[src/rtl/mem_arbiter_if.sv]
// Pipeline-side fetch/load-store ports and the shared memory bus, bundled for the arbiter.
// The arbiter uses the slave view; the pipeline and memory model together use the master view.
interface mem_arbiter_if;
    logic        inst_req_valid;
    logic        inst_req_ready;
    logic [63:0] inst_addr;
    logic        inst_flush;
    logic        inst_resp_valid;
    logic [31:0] inst_rdata;

    logic        data_req_valid;
    logic        data_req_ready;
    logic        data_wr;
    logic [63:0] data_addr;
    logic [63:0] data_wdata;
    logic [7:0]  data_wmask;
    logic        data_resp_valid;
    logic [63:0] data_rdata;

    logic        bus_req_valid;
    logic        bus_req_ready;
    logic        bus_wr;
    logic [63:0] bus_addr;
    logic [63:0] bus_wdata;
    logic [7:0]  bus_wmask;
    logic        bus_resp_valid;
    logic [63:0] bus_rdata;

    modport slave (
        input  inst_req_valid, inst_addr, inst_flush,
        output inst_req_ready, inst_resp_valid, inst_rdata,
        input  data_req_valid, data_wr, data_addr, data_wdata, data_wmask,
        output data_req_ready, data_resp_valid, data_rdata,
        output bus_req_valid, bus_wr, bus_addr, bus_wdata, bus_wmask,
        input  bus_req_ready, bus_resp_valid, bus_rdata
    );

    modport master (
        output inst_req_valid, inst_addr, inst_flush,
        input  inst_req_ready, inst_resp_valid, inst_rdata,
        output data_req_valid, data_wr, data_addr, data_wdata, data_wmask,
        input  data_req_ready, data_resp_valid, data_rdata,
        input  bus_req_valid, bus_wr, bus_addr, bus_wdata, bus_wmask,
        output bus_req_ready, bus_resp_valid, bus_rdata
    );
endinterface

[src/rtl/mem_arbiter.sv]
// Shares one memory bus between instruction fetch and load/store with one outstanding
// transaction, data priority, bounded fetch starvation and flush-dropped fetch responses.
module mem_arbiter #(
    parameter int unsigned DATA_MAX = 4
) (
    input  logic          clk,
    input  logic          rst,
    mem_arbiter_if.slave  ifc,
    output logic          busy
);

    typedef enum logic [1:0] {S_IDLE, S_REQ, S_RESP} state_t;
    typedef enum logic {OWN_DATA, OWN_INST} owner_t;

    localparam logic [3:0] STREAK_MAX = 4'(DATA_MAX);

    state_t      r_state;
    state_t      w_state_next;
    owner_t      r_owner;
    logic        r_wr;
    logic [63:0] r_addr;
    logic [63:0] r_wdata;
    logic [7:0]  r_wmask;
    logic        r_sel;
    logic        r_drop;
    logic [3:0]  r_streak;
    logic        r_inst_resp_valid;
    logic [31:0] r_inst_rdata;
    logic        r_data_resp_valid;
    logic [63:0] r_data_rdata;

    logic w_idle;
    logic w_inst_wins;
    logic w_inst_hs;
    logic w_data_hs;
    logic w_resp_done;
    logic w_unused_addr_bits;

    // The fetch wins only when data is absent or data has won DATA_MAX contended grants in a row.
    assign w_inst_wins = ifc.inst_req_valid && !ifc.inst_flush &&
                         (!ifc.data_req_valid || r_streak == STREAK_MAX);
    assign w_idle      = (r_state == S_IDLE) && !rst;
    assign w_inst_hs   = w_idle && w_inst_wins;
    assign w_data_hs   = w_idle && ifc.data_req_valid && !w_inst_wins;
    assign w_resp_done = (r_state == S_RESP) && ifc.bus_resp_valid;

    // NOTE: sequential state uses <= so every register updates from pre-edge values.
    always_ff @(posedge clk) begin
        if (rst) r_state <= S_IDLE;
        else     r_state <= w_state_next;
    end

    always_comb begin
        // NOTE: defaults first, so no path through the case leaves a signal unassigned (no latch).
        w_state_next       = r_state;
        ifc.inst_req_ready = 1'b0;
        ifc.data_req_ready = 1'b0;
        ifc.bus_req_valid  = 1'b0;
        unique case (r_state)
            S_IDLE: begin
                ifc.inst_req_ready = w_inst_hs;
                ifc.data_req_ready = w_data_hs;
                if (w_inst_hs || w_data_hs) w_state_next = S_REQ;
            end
            S_REQ: begin
                ifc.bus_req_valid = 1'b1;
                if (ifc.bus_req_ready) w_state_next = S_RESP;
            end
            S_RESP: begin
                if (ifc.bus_resp_valid) w_state_next = S_IDLE;
            end
            default: w_state_next = S_IDLE;
        endcase
    end

    always_ff @(posedge clk) begin
        if (rst) begin
            r_owner           <= OWN_DATA;
            r_wr              <= 1'b0;
            r_addr            <= '0;
            r_wdata           <= '0;
            r_wmask           <= '0;
            r_sel             <= 1'b0;
            r_drop            <= 1'b0;
            r_streak          <= '0;
            r_inst_resp_valid <= 1'b0;
            r_inst_rdata      <= '0;
            r_data_resp_valid <= 1'b0;
            r_data_rdata      <= '0;
        end else begin
            r_inst_resp_valid <= 1'b0;
            r_data_resp_valid <= 1'b0;

            if (w_inst_hs) begin
                r_owner  <= OWN_INST;
                r_wr     <= 1'b0;
                r_addr   <= {ifc.inst_addr[63:3], 3'b000};
                r_wdata  <= '0;
                r_wmask  <= '0;
                r_sel    <= ifc.inst_addr[2];
                r_streak <= '0;
            end else if (w_data_hs) begin
                r_owner <= OWN_DATA;
                r_wr    <= ifc.data_wr;
                r_addr  <= ifc.data_addr;
                r_wdata <= ifc.data_wdata;
                r_wmask <= ifc.data_wmask;
                if (ifc.inst_req_valid && r_streak != STREAK_MAX) r_streak <= r_streak + 4'd1;
            end

            // A flush on the response cycle itself must also kill the fetch, hence the live inst_flush term.
            if (w_resp_done) begin
                r_drop <= 1'b0;
                if (r_owner == OWN_DATA) begin
                    r_data_resp_valid <= 1'b1;
                    r_data_rdata      <= ifc.bus_rdata;
                end else if (!r_drop && !ifc.inst_flush) begin
                    r_inst_resp_valid <= 1'b1;
                    r_inst_rdata      <= r_sel ? ifc.bus_rdata[63:32] : ifc.bus_rdata[31:0];
                end
            end else if (ifc.inst_flush && r_owner == OWN_INST && r_state != S_IDLE) begin
                r_drop <= 1'b1;
            end
        end
    end

    assign ifc.bus_wr          = r_wr;
    assign ifc.bus_addr        = r_addr;
    assign ifc.bus_wdata       = r_wdata;
    assign ifc.bus_wmask       = r_wmask;
    assign ifc.inst_resp_valid = r_inst_resp_valid;
    assign ifc.inst_rdata      = r_inst_rdata;
    assign ifc.data_resp_valid = r_data_resp_valid;
    assign ifc.data_rdata      = r_data_rdata;
    assign busy                = (r_state != S_IDLE);

    // Fetch addresses are word aligned; the two low bits carry no information.
    assign w_unused_addr_bits = ^ifc.inst_addr[1:0];

endmodule
[src/flat_wrapper.sv]
// flat-port wrapper written by rule: the top's interface ports become plain ports
module mem_arbiter_flat 
#(
    parameter int unsigned DATA_MAX = 4
)
  (clk, rst, busy, ifc_inst_req_valid, ifc_inst_addr, ifc_inst_flush, ifc_inst_req_ready, ifc_inst_resp_valid, ifc_inst_rdata, ifc_data_req_valid, ifc_data_wr, ifc_data_addr, ifc_data_wdata, ifc_data_wmask, ifc_data_req_ready, ifc_data_resp_valid, ifc_data_rdata, ifc_bus_req_valid, ifc_bus_wr, ifc_bus_addr, ifc_bus_wdata, ifc_bus_wmask, ifc_bus_req_ready, ifc_bus_resp_valid, ifc_bus_rdata);
  mem_arbiter_if ifc_i ();
  input  logic clk;
  input  logic rst;
  output logic busy;
  input wire logic [$bits(ifc_i.inst_req_valid)-1:0] ifc_inst_req_valid;
  input wire logic [$bits(ifc_i.inst_addr)-1:0] ifc_inst_addr;
  input wire logic [$bits(ifc_i.inst_flush)-1:0] ifc_inst_flush;
  output wire logic [$bits(ifc_i.inst_req_ready)-1:0] ifc_inst_req_ready;
  output wire logic [$bits(ifc_i.inst_resp_valid)-1:0] ifc_inst_resp_valid;
  output wire logic [$bits(ifc_i.inst_rdata)-1:0] ifc_inst_rdata;
  input wire logic [$bits(ifc_i.data_req_valid)-1:0] ifc_data_req_valid;
  input wire logic [$bits(ifc_i.data_wr)-1:0] ifc_data_wr;
  input wire logic [$bits(ifc_i.data_addr)-1:0] ifc_data_addr;
  input wire logic [$bits(ifc_i.data_wdata)-1:0] ifc_data_wdata;
  input wire logic [$bits(ifc_i.data_wmask)-1:0] ifc_data_wmask;
  output wire logic [$bits(ifc_i.data_req_ready)-1:0] ifc_data_req_ready;
  output wire logic [$bits(ifc_i.data_resp_valid)-1:0] ifc_data_resp_valid;
  output wire logic [$bits(ifc_i.data_rdata)-1:0] ifc_data_rdata;
  output wire logic [$bits(ifc_i.bus_req_valid)-1:0] ifc_bus_req_valid;
  output wire logic [$bits(ifc_i.bus_wr)-1:0] ifc_bus_wr;
  output wire logic [$bits(ifc_i.bus_addr)-1:0] ifc_bus_addr;
  output wire logic [$bits(ifc_i.bus_wdata)-1:0] ifc_bus_wdata;
  output wire logic [$bits(ifc_i.bus_wmask)-1:0] ifc_bus_wmask;
  input wire logic [$bits(ifc_i.bus_req_ready)-1:0] ifc_bus_req_ready;
  input wire logic [$bits(ifc_i.bus_resp_valid)-1:0] ifc_bus_resp_valid;
  input wire logic [$bits(ifc_i.bus_rdata)-1:0] ifc_bus_rdata;
  assign ifc_i.inst_req_valid = ifc_inst_req_valid;
  assign ifc_i.inst_addr = ifc_inst_addr;
  assign ifc_i.inst_flush = ifc_inst_flush;
  assign ifc_inst_req_ready = ifc_i.inst_req_ready;
  assign ifc_inst_resp_valid = ifc_i.inst_resp_valid;
  assign ifc_inst_rdata = ifc_i.inst_rdata;
  assign ifc_i.data_req_valid = ifc_data_req_valid;
  assign ifc_i.data_wr = ifc_data_wr;
  assign ifc_i.data_addr = ifc_data_addr;
  assign ifc_i.data_wdata = ifc_data_wdata;
  assign ifc_i.data_wmask = ifc_data_wmask;
  assign ifc_data_req_ready = ifc_i.data_req_ready;
  assign ifc_data_resp_valid = ifc_i.data_resp_valid;
  assign ifc_data_rdata = ifc_i.data_rdata;
  assign ifc_bus_req_valid = ifc_i.bus_req_valid;
  assign ifc_bus_wr = ifc_i.bus_wr;
  assign ifc_bus_addr = ifc_i.bus_addr;
  assign ifc_bus_wdata = ifc_i.bus_wdata;
  assign ifc_bus_wmask = ifc_i.bus_wmask;
  assign ifc_i.bus_req_ready = ifc_bus_req_ready;
  assign ifc_i.bus_resp_valid = ifc_bus_resp_valid;
  assign ifc_i.bus_rdata = ifc_bus_rdata;
  mem_arbiter #(.DATA_MAX(DATA_MAX)) u_core (.clk(clk), .rst(rst), .ifc(ifc_i), .busy(busy));
endmodule
[config.mk]
export PLATFORM = sky130hd
export DESIGN_NAME = mem_arbiter_flat
export DESIGN_NICKNAME = d
export VERILOG_FILES = /design/src/rtl/mem_arbiter_if.sv /design/src/rtl/mem_arbiter.sv /design/src/flat_wrapper.sv
export SDC_FILE = /design/constraint.sdc
export NUM_CORES = 1
export LEC_CHECK = 0
export BUFFER_PORTS_ARGS = -buffer_cell sky130_fd_sc_hd__buf_2
export CORE_AREA = 2 2 197 199
export CTS_BUF_LIST = sky130_fd_sc_hd__clkbuf_4 sky130_fd_sc_hd__clkbuf_8 sky130_fd_sc_hd__clkbuf_16
export DETAILED_ROUTE_END_ITERATION = 10
export DIE_AREA = 0 0 199 201
export GPL_ROUTABILITY_DRIVEN = 0
export PLACE_DENSITY = 0.53
export SETUP_SLACK_MARGIN = 0.1
export SYNTH_ARGS = -nofsm -noshare
export SYNTH_HDL_FRONTEND = slang
export SYNTH_SLANG_ARGS = --single-unit
[constraint.sdc]
create_clock -name clk -period 4.23 [get_ports clk]
set_input_delay 0 -clock clk [delete_from_list [all_inputs] [get_ports clk]]
set_output_delay 0 -clock clk [all_outputs]
set_load 0.05 [all_outputs]
==> results.cfg, run 1 <==
[run_status]
outcome = complete, no violations

[cts]
cts_buffers = 30
clockBufferDepth = 3
htree_num_levels = 1
cts.repair.resized = 0
clk_latency_ns = 0.57
tritoncts = built
clk_pin_slew_worst_paths_ns = 0.06
clock-root-buffer = clkbuf_16
cts.sinks = 244
cts_setup_buffers = 0

[grt]
antenna_found_initial = 5
grt_pass1_vias = 10600
grt_pass1_wl_um = 57500
grt_max_degree = 138
overflow = 0
grt_usage = 0.180

[job]
cap_violations = 0

[setup_path]
cp-end-kind = flop
crit_path_max_fanout = 40
r2r_setup_slack_ns = 1.40
cp-start-kind = flop
worstPathRequired_ns = 4.67
crit_type = flop to flop
r2r_end = u_core.ifc.bus_addr[46]
worstPathArrival_ns = 3.26
r2r_start = u_core.r_state[0]
reg2reg_depth = 6

[route]
drt-vias-per-instance = 4.42
vias = 10500
dr.first_iter.drc_count = 404
drt-total-wl_um = 37800
first_pass_iters = 5
routedWlPerCell_um = 15.9
met3_length_um = 3310
ant_nets = 0
drc = 0
top_layer = met4
wl_met2_um = 18100
wl_met1_um = 15100

[place]
placed_cell_area_um2 = 12200
post-place-ws_ns = 1.72
io_buffer_count = 508
dpl.cell_count = 2030
hpwl_um = 25700

[sta]
rsz0062_at_grt = false
max_freq_mhz = 354
worstMarginPinSlew_ns = 1.10
tns_ns = 0
whs_ns = 0.231
max-slew-margin-rel = 0.269
period_share = 0.668
setup_violations = 0
fin_ws_ns = 1.40
finalCriticalPeriod_ns = 2.83
hold_viol = 0
fin_skew_ns = 0.0279
slew_viol_final = 0

[pwr]
p_leak_nw = 7.20
powerDensity_nw_per_um2 = 392
finalPower_mw = 6.27
peakVddDrop_mv = 0.283

[worst_hold_path]
hold_path_class = primary input to flop
min_from = ifc_bus_rdata[48]
hold_path_end = u_core.ifc.data_rdata[48]
hold_depth = 4

[logic_synthesis]
syn_avg_cell_area_um2 = 8.59
yosysSeqAreaShare = 0.526
ys_async_sr_fraction = 0
synth_seq_cells = 244
yosys.cell_types.count = 33
syn-num-nets = 1356
synthCells = 1082
netlist_area_um2 = 9290
ys_warn_count = 0
synth_edf_count = 0
synth-main-ff-cell = dfxtp_1

[final_layout]
layout.nets = 2105
final_cells = 2372
areaGrowthSynthToFinish_pct = 72.4
final_common_cell = buf_2
fin_area_um2 = 16000
finish.utilization = 0.420
nFillCells = 3767
mostFrequentLayoutCells = buf_2, dlygate4sd3_1, nand2_1
drive_gt1_frac = 0.315

[floorplanning]
fp.dieH_um = 201
rows = 72
io_pins = 511
fp.dieW_um = 199
start_util = 0.244
core_area_um2 = 38100
die-area_um2 = 40000
## power by group
part / leakage [nW] / internal, mW / switching [mW]
sequential: 1.99 / 2.41 / 0.0607
combinational: 4.72 / 0.505 / 0.782
clock: 0.489 / 1.53 / 0.987
total: 7.20 / 4.44 / 1.83
## cell type report
cell class              count  area, µm²  area share
repair buffers            806       5520       0.344
diodes                      4       10.0    0.000625
clock inverters             3       21.3     0.00133
multi-input cells         681       3730       0.233
flip-flops and latches    244       4890       0.305
inverters                  68        255      0.0159
well taps                 518        648      0.0404
clock buffers              48        953      0.0595
## state kept, by name (all words and copies together) (netlist names)
name,flops
u_core.ifc.bus_wmask,8
u_core.r_state,2
u_core.ifc.inst_rdata,32
u_core.r_sel,1
u_core.ifc.inst_resp_valid,1
u_core.r_streak,4
u_core.r_drop,1
u_core.ifc.bus_wdata,64
u_core.ifc.bus_wr,1
u_core.ifc.bus_addr,64
u_core.ifc.data_rdata,64
u_core.r_owner,1
u_core.ifc.data_resp_valid,1
## critical path: stages (launching register included)
cell	delay (ns)
dfxtp_1	0.40
or2_1	0.23
a21o_2	0.72
buf_4	0.42
a21oi_1	0.11
o221a_1	0.18
dlygate4sd3_1	0.57
## cell families (layout without fill, tap and decap cells)
group | after synthesis | after routing | synth area share
and+or+nand+nor | 340 | 340 | 0.143
AOI/OAI and AO/OA | 303 | 303 | 0.214
DFF | 244 | 244 | 0.526
buffers and inverters | 157 | 925 | 0.0757
muxes | 33 | 33 | 0.0355
xor gates and xnor gates | 3 | 3 | 0.00283
adders and majority gates | 2 | 2 | 0.00269
other | 0 | 4 | 0
## synth_stat cells, types with 2 or more instances
master    number  area [µm²]
nor2_1        42         158
nand2b_1       2        12.5
buf_2         34         170
dfxtp_1      244        4880
nand3b_1       2        15.0
nand3_1        2        10.0
clkbuf_1      27         101
a21oi_1      203        1020
or2_1          3        18.8
mux2i_1       33         330
a211oi_1      33         248
o221a_1       61         687
inv_1         66         248
ha_1           2        25.0
nand2_1      281        1050
o21ai_1        2        10.0
inv_2          2        7.51
buf_6          7        78.8
buf_1         16        60.1
xor2_1         2        17.5
buf_4          5        37.5
nand4_1        2        12.5
## worst max-delay path by stage
| stage | depth (start not counted) | end | slack, ns | start |
|---|---|---|---|---|
| final | 6 | u_core.ifc.bus_addr[46] | 1.40 | u_core.r_state[0] |
| after CTS | 6 | u_core.ifc.bus_addr[47] | 1.43 | u_core.r_state[0] |
| after detailed placement | 7 | u_core.ifc.bus_wmask[4] | 1.72 | u_core.r_streak[0] |
| after floorplan | 6 | u_core.ifc.bus_addr[56] | 2.49 | u_core.r_state[1] |
| after global placement | 7 | u_core.ifc.bus_wdata[58] | 1.77 | u_core.r_streak[0] |
| after global routing | 6 | u_core.ifc.bus_addr[46] | 1.23 | u_core.r_state[0] |
## metal layers
layer | up-vias | global-route usage
li1 | 5153 | -
met1 | 4816 | 0.206
met2 | 437 | 0.310
met3 | 70 | 0.0533
met4 | 0 | 0.0773
met5 | - | 0
## what timing repair did
item                                   4_1_cts  5_1_grt
hold buffers                               287        0
endpoints found under the hold margin      243        0
setup endpoints to repair                    0        0
Note: power is estimated with default switching activity, not from simulation.
==> inputs of run 2 (changes only) <==
--- a/config.mk
+++ b/config.mk
@@ -11,7 +11,7 @@
 export DETAILED_ROUTE_END_ITERATION = 10
 export DIE_AREA = 0 0 199 201
 export GPL_ROUTABILITY_DRIVEN = 0
-export PLACE_DENSITY = 0.53
+export PLACE_DENSITY = 0.55
 export SETUP_SLACK_MARGIN = 0.1
 export SYNTH_ARGS = -nofsm -noshare
 export SYNTH_HDL_FRONTEND = slang
==> constraint.sdc (replaced) <==
create_clock -name clk -period 2.4 [get_ports clk]
set_input_delay 0 -clock clk [delete_from_list [all_inputs] [get_ports clk]]
set_output_delay 0 -clock clk [all_outputs]
set_load 0.05 [all_outputs]
==> results.cfg, run 2 (synthesized netlist as in run 1, its figures left out) <==
[final_layout]
layout.nets = 2099
areaGrowthSynthToFinish_pct = 72.6
drive_gt1_frac = 0.320
multiInputGateArea_um2 = 3740
seq_area_um2 = 4890
final_common_cell = buf_2
nFillCells = 3691
mostFrequentLayoutCells = buf_2, nand2_1, dlygate4sd3_1

[setup_path]
crit_type = flop to primary output
cp-end-kind = primary output
cp-start-kind = flop
r2r_setup_slack_ns = 0.36
crit_path_max_fanout = 32
worstPathRequired_ns = 2.40
worstPathArrival_ns = 2.22

[grt]
grt_pass1_wl_um = 57200
grt_max_degree = 93
grt_pass1_vias = 10600
overflow = 0
grt_usage = 0.178
antenna_found_initial = 5

[pwr]
powerDensity_nw_per_um2 = 675
peakVddDrop_mv = 0.509
p_leak_nw = 7.09
finalPower_mw = 10.8

[floorplanning]
die-area_um2 = 40000
fp.dieW_um = 199
core_area_um2 = 38100
rows = 72
start_util = 0.244
fp.dieH_um = 201
io_pins = 511

[route]
drt-vias-per-instance = 4.43
vias = 10500
drt-total-wl_um = 38100
dr.first_iter.drc_count = 449
first_pass_iters = 5
ant_nets = 0
drc = 0
routedWlPerCell_um = 16.1

[cts]
clk_pin_slew_worst_paths_ns = 0.06
cts_buffers = 28
tritoncts = built
clock-root-buffer = clkbuf_16
clk_latency_ns = 0.55
cts.sinks = 244
htree_num_levels = 1
clockBufferDepth = 3

[sta]
worstMarginPinSlew_ns = 0.939
hold_viol = 0
slew_viol_final = 0
setup_violations = 0
max_freq_mhz = 451
finalCriticalPeriod_ns = 2.22
fin_skew_ns = 0.00778
rsz0062_at_grt = false
max-slew-margin-rel = 0.374
tns_ns = 0
period_share = 0.924

[place]
io_buffer_count = 508
hpwl_um = 24700

[run_status]
outcome = complete, no violations

[job]
cap_violations = 0

[worst_hold_path]
hold_path_class = primary input to flop
==> run 2: cell count changes in the layout (fill, tap and decap cells not counted), sizes merged <==
cell	before	now
bufinv	0	1
bufbuf	0	1
clkbuf	48	43
diode	4	2
clkinv	2	1
buf	519	530
dlygate4sd3	287	270
==> run 2: report_power, final <==
group	internal (mW)	total [mW]	switching, mW	leakage [nW]
Combinational	0.845	2.22	1.38	4.65
Clock	2.55	4.24	1.69	0.451
Sequential	4.25	4.36	0.108	1.99
==> run 2: final cells by class <==
| type | count | area share |
|---|---|---|
| Clock inverter | 3 | 0.00265 |
| Antenna cell | 2 | 0.000312 |
| Multi-Input combinational cell | 681 | 0.233 |
| Tap cell | 518 | 0.0404 |
| Inverter | 68 | 0.0159 |
| Sequential cell | 244 | 0.305 |
| Timing Repair Buffer | 802 | 0.349 |
| Clock buffer | 42 | 0.0537 |
==> run 2: worst paths after layout <==
| kind | start | depth (start not counted) | to |
|---|---|---|---|
| max | u_core.r_streak[0] | 7 | ifc_inst_req_ready |
| max reg2reg | u_core.r_streak[0] | 7 | u_core.ifc.bus_addr[56] |
| min reg2reg | u_core.ifc.data_rdata[10] | 2 | u_core.ifc.data_rdata[10] |
| min | ifc_data_wdata[53] | 4 | u_core.ifc.bus_wdata[53] |
==> run 2: stage by stage <==
step / hold WS (ns) / std cells / util / setup slack, ns / cell area (µm²)
2_1_floorplan: 0.135 / 1082 / - / 0.662 / 9290
5_1_grt: 0.215 / 2360 / 0.421 / 0.119 / 16000
3_3_place_gp: 0.241 / 2038 / 0.323 / 0.466 / 12300
6_report: 0.232 / 2360 / 0.421 / 0.182 / 16000
4_1_cts: 0.196 / 2357 / 0.420 / 0.160 / 16000
3_5_place_dp: 0.246 / 2038 / 0.323 / 0.427 / 12300
==> run 2: metal layers <==
metal | track usage | share of wire | vias to the layer above
met3 | 0.0531 | 0.093 | 67
met2 | 0.312 | 0.48 | 477
met4 | 0.0637 | 0.029 | 2
met1 | 0.203 | 0.40 | 4779
li1 | - | - | 5137
met5 | 0 | 0.00034 | -
==> run 2: timing repair <==
| action | in CTS | in global routing |
|---|---|---|
| hold endpoints to repair | 243 | 0 |
| resized for setup | 3 | 1 |
| buffers inserted | 3 | 0 |
| pin swaps | 1 | 0 |
| setup endpoints to repair | 2 | 1 |
| hold buffers | 270 | 0 |
| cloned | 1 | 1 |
==> run 2: critical path, stage by stage (launching register included) <==
cell	delay, ns
dfxtp_1	0.32
inv_1	0.09
ha_1	0.16
nand3b_1	0.13
a2111o_2	0.48
buf_12	0.17
inv_2	0.07
buf_4	0.19
==> inputs of run 3 (changes only) <==
--- a/config.mk
+++ b/config.mk
@@ -5,13 +5,15 @@
 export SDC_FILE = /design/constraint.sdc
 export NUM_CORES = 1
 export LEC_CHECK = 0
+export ABC_AREA = 1
 export BUFFER_PORTS_ARGS = -buffer_cell sky130_fd_sc_hd__buf_2
-export CORE_AREA = 2 2 197 199
+export CORE_AREA = 2 2 198 200
 export CTS_BUF_LIST = sky130_fd_sc_hd__clkbuf_4 sky130_fd_sc_hd__clkbuf_8 sky130_fd_sc_hd__clkbuf_16
+export CTS_CLUSTER_SIZE = 40
 export DETAILED_ROUTE_END_ITERATION = 10
-export DIE_AREA = 0 0 199 201
+export DIE_AREA = 0 0 200 202
 export GPL_ROUTABILITY_DRIVEN = 0
-export PLACE_DENSITY = 0.55
+export PLACE_DENSITY = 0.57
 export SETUP_SLACK_MARGIN = 0.1
 export SYNTH_ARGS = -nofsm -noshare
 export SYNTH_HDL_FRONTEND = slang
==> results.cfg, run 3 <==
[setup_path]
worstPathArrival_ns = 2.61
r2r_setup_slack_ns = 0.19
crit_path_max_fanout = 16
worstPathRequired_ns = 2.80
cp-end-kind = flop
r2r_start = u_core.r_streak[0]
crit_type = flop to flop
r2r_end = u_core.ifc.bus_addr[30]
reg2reg_depth = 11
critPathMaxStageDelay_ns = 0.55
slowest_stage = dlygate4sd3_1
path_cells = inv_1 -> ha_2 -> nand3_2 -> nand2_4 -> nand2_8 -> clkbuf_16 -> nand3_1 -> nand2_1 -> dlygate4sd3_1 -> nor2_1 -> nor2_1
cp-start-kind = flop
crit_top_cell = nor2_1

[logic_synthesis]
ys_warn_count = 0
ys_async_sr_fraction = 0
synth_seq_cells = 244
synth-main-ff-cell = dfxtp_1
synthCells = 1400
post-synth-top-count-cell = nor2_1
synth_area_leaders = dfxtp_1, nor2_1, nand2_1
yosysSeqAreaShare = 0.490
syn_avg_cell_area_um2 = 7.12
synth_edf_count = 0
yosysTopAreaCell = dfxtp_1
netlist_area_um2 = 9970
syn-num-nets = 1674
synth.top_cell.area_share = 0.490
ys_top_cells_by_count = nor2_1, nand2_1, dfxtp_1
yosys.cell_types.count = 25

[job]
cap_violations = 0

[grt]
overflow = 0
grt_usage = 0.186
antenna_found_initial = 0
grt_pass1_vias = 11800
grt_max_degree = 98
grt_pass1_wl_um = 60500

[sta]
tns_ns = 0
hold_viol = 0
worstMarginPinSlew_ns = 0.879
fin_skew_ns = 0.0231
max_freq_mhz = 453
finalCriticalPeriod_ns = 2.21
rsz0062_at_grt = false
max-slew-margin-rel = 0.414
fin_ws_ns = 0.193
slew_viol_final = 0
period_share = 0.919
setup_violations = 0

[cts]
clk_latency_ns = 0.57
htree_num_levels = 1
cts_buffers = 28
clockBufferDepth = 3
tritoncts = built
clock-root-buffer = clkbuf_16
cts.sinks = 244
clk_pin_slew_worst_paths_ns = 0.06

[pwr]
p_leak_nw = 8.30
finalPower_mw = 11.1
peakVddDrop_mv = 0.513
powerDensity_nw_per_um2 = 659

[worst_hold_path]
hold_path_class = primary input to flop
hold_depth = 4
min_from = ifc_inst_addr[2]
hold_path_end = u_core.r_sel

[place]
io_buffer_count = 508
dpl.cell_count = 2345
hpwl_um = 26300
post-place-ws_ns = 0.506

[final_layout]
areaGrowthSynthToFinish_pct = 69.4
final_common_cell = buf_2
n_antenna_cell = 0
drive_gt1_frac = 0.287
final_cells = 2674
layout.nets = 2409
mostFrequentLayoutCells = buf_2, nor2_1, nand2_1

[floorplanning]
io_pins = 511
fp.dieH_um = 202
start_util = 0.260
rows = 72
die-area_um2 = 40400
fp.dieW_um = 200
core_area_um2 = 38300

[route]
ant_nets = 0
drc = 0
drt-vias-per-instance = 4.55
dr.first_iter.drc_count = 799
drt-total-wl_um = 41700
routedWlPerCell_um = 15.6
vias = 12200
first_pass_iters = 5

[run_status]
outcome = complete, no violations
run 3: cell count changes in the layout (fill, tap and decap cells not counted), sizes merged, moves of 33 or more:
| cell | before | now |
|---|---|---|
| a21oi | 203 | 80 |
| mux2i | 33 | 0 |
| nand3 | 2 | 68 |
| nand4 | 2 | 65 |
| nor2 | 42 | 323 |
| o21ai | 2 | 100 |
| o221a | 61 | 0 |
run 3: metal layers:
metal,GRT usage,up-vias,wire (µm)
met1,0.206,5519,16400
met2,0.331,530,20000
met3,0.0441,130,3360
met4,0.0894,0,2000
li1,-,5987,-
met5,0,-,0
run 3: what timing repair did:
| action | in CTS | in global routing |
|---|---|---|
| cloned | 1 | 6 |
| setup endpoints to repair | 1 | 57 |
| pin swaps | 0 | 2 |
| buffers inserted | 0 | 1 |
| resized for setup | 1 | 16 |
| hold endpoints to repair | 242 | 0 |
| hold buffers | 270 | 0 |
run 3: metrics by stage:
step	instance area [µm²]	utilization	hold WS, ns
2_1_floorplan	9970	-	0.113
3_3_place_gp	12900	0.338	0.203
3_5_place_dp	12900	0.338	0.208
4_1_cts	16700	0.436	0.173
5_1_grt	16900	0.441	0.217
6_report	16900	0.441	0.202
run 3: cell families after synthesis:
logic type / after synthesis / share of synthesized area
AOI/OAI and AO/OA: 213 / 0.111
xor gates and xnor gates: 1 / 0.000879
adders and majority gates: 2 / 0.00251
buffers and inverters: 188 / 0.0825
DFF: 244 / 0.490
and+or+nand+nor: 752 / 0.313
run 3: critical path: cells and delay by family, from the launching register on:
family	cells	cell delay [ns]
buffers and inverters	3	0.86
and+or+nand+nor	7	0.65
DFF	1	0.34
adders and majority gates	1	0.20
run 3: power breakdown:
group          switching, mW  leakage [nW]  internal, mW  total [mW]
logic                   1.36          5.81         0.804        2.17
clock network           1.79         0.510          2.87        4.66
registers             0.0834          1.98          4.22        4.30
total                   3.24          8.30          7.89        11.1
run 3: worst max-delay path by stage:
| stage | end | slack [ns] | startpoint |
|---|---|---|---|
| 2_1_floorplan | u_core.ifc.bus_addr[10] | 0.70 | u_core.r_state[0] |
| 3_3_place_gp | u_core.r_streak[0] | 0.59 | u_core.r_streak[0] |
| 3_5_place_dp | u_core.r_streak[0] | 0.51 | u_core.r_streak[0] |
| 4_1_cts | u_core.ifc.bus_addr[42] | 0.12 | u_core.r_streak[0] |
| 5_1_grt | u_core.ifc.bus_addr[34] | 0.09 | u_core.r_streak[0] |
| 6_report | u_core.ifc.bus_addr[30] | 0.19 | u_core.r_streak[0] |
run 3: final cells by class:
cell class                 count  area (µm²)
clock inverter                16         224
multi-input combinational    968        4310
clock buffer                  35         791
inverter                      81         304
timing repair buffer         812        5720
sequential                   244        4890
fill                        3760       21400
tap                          518         648
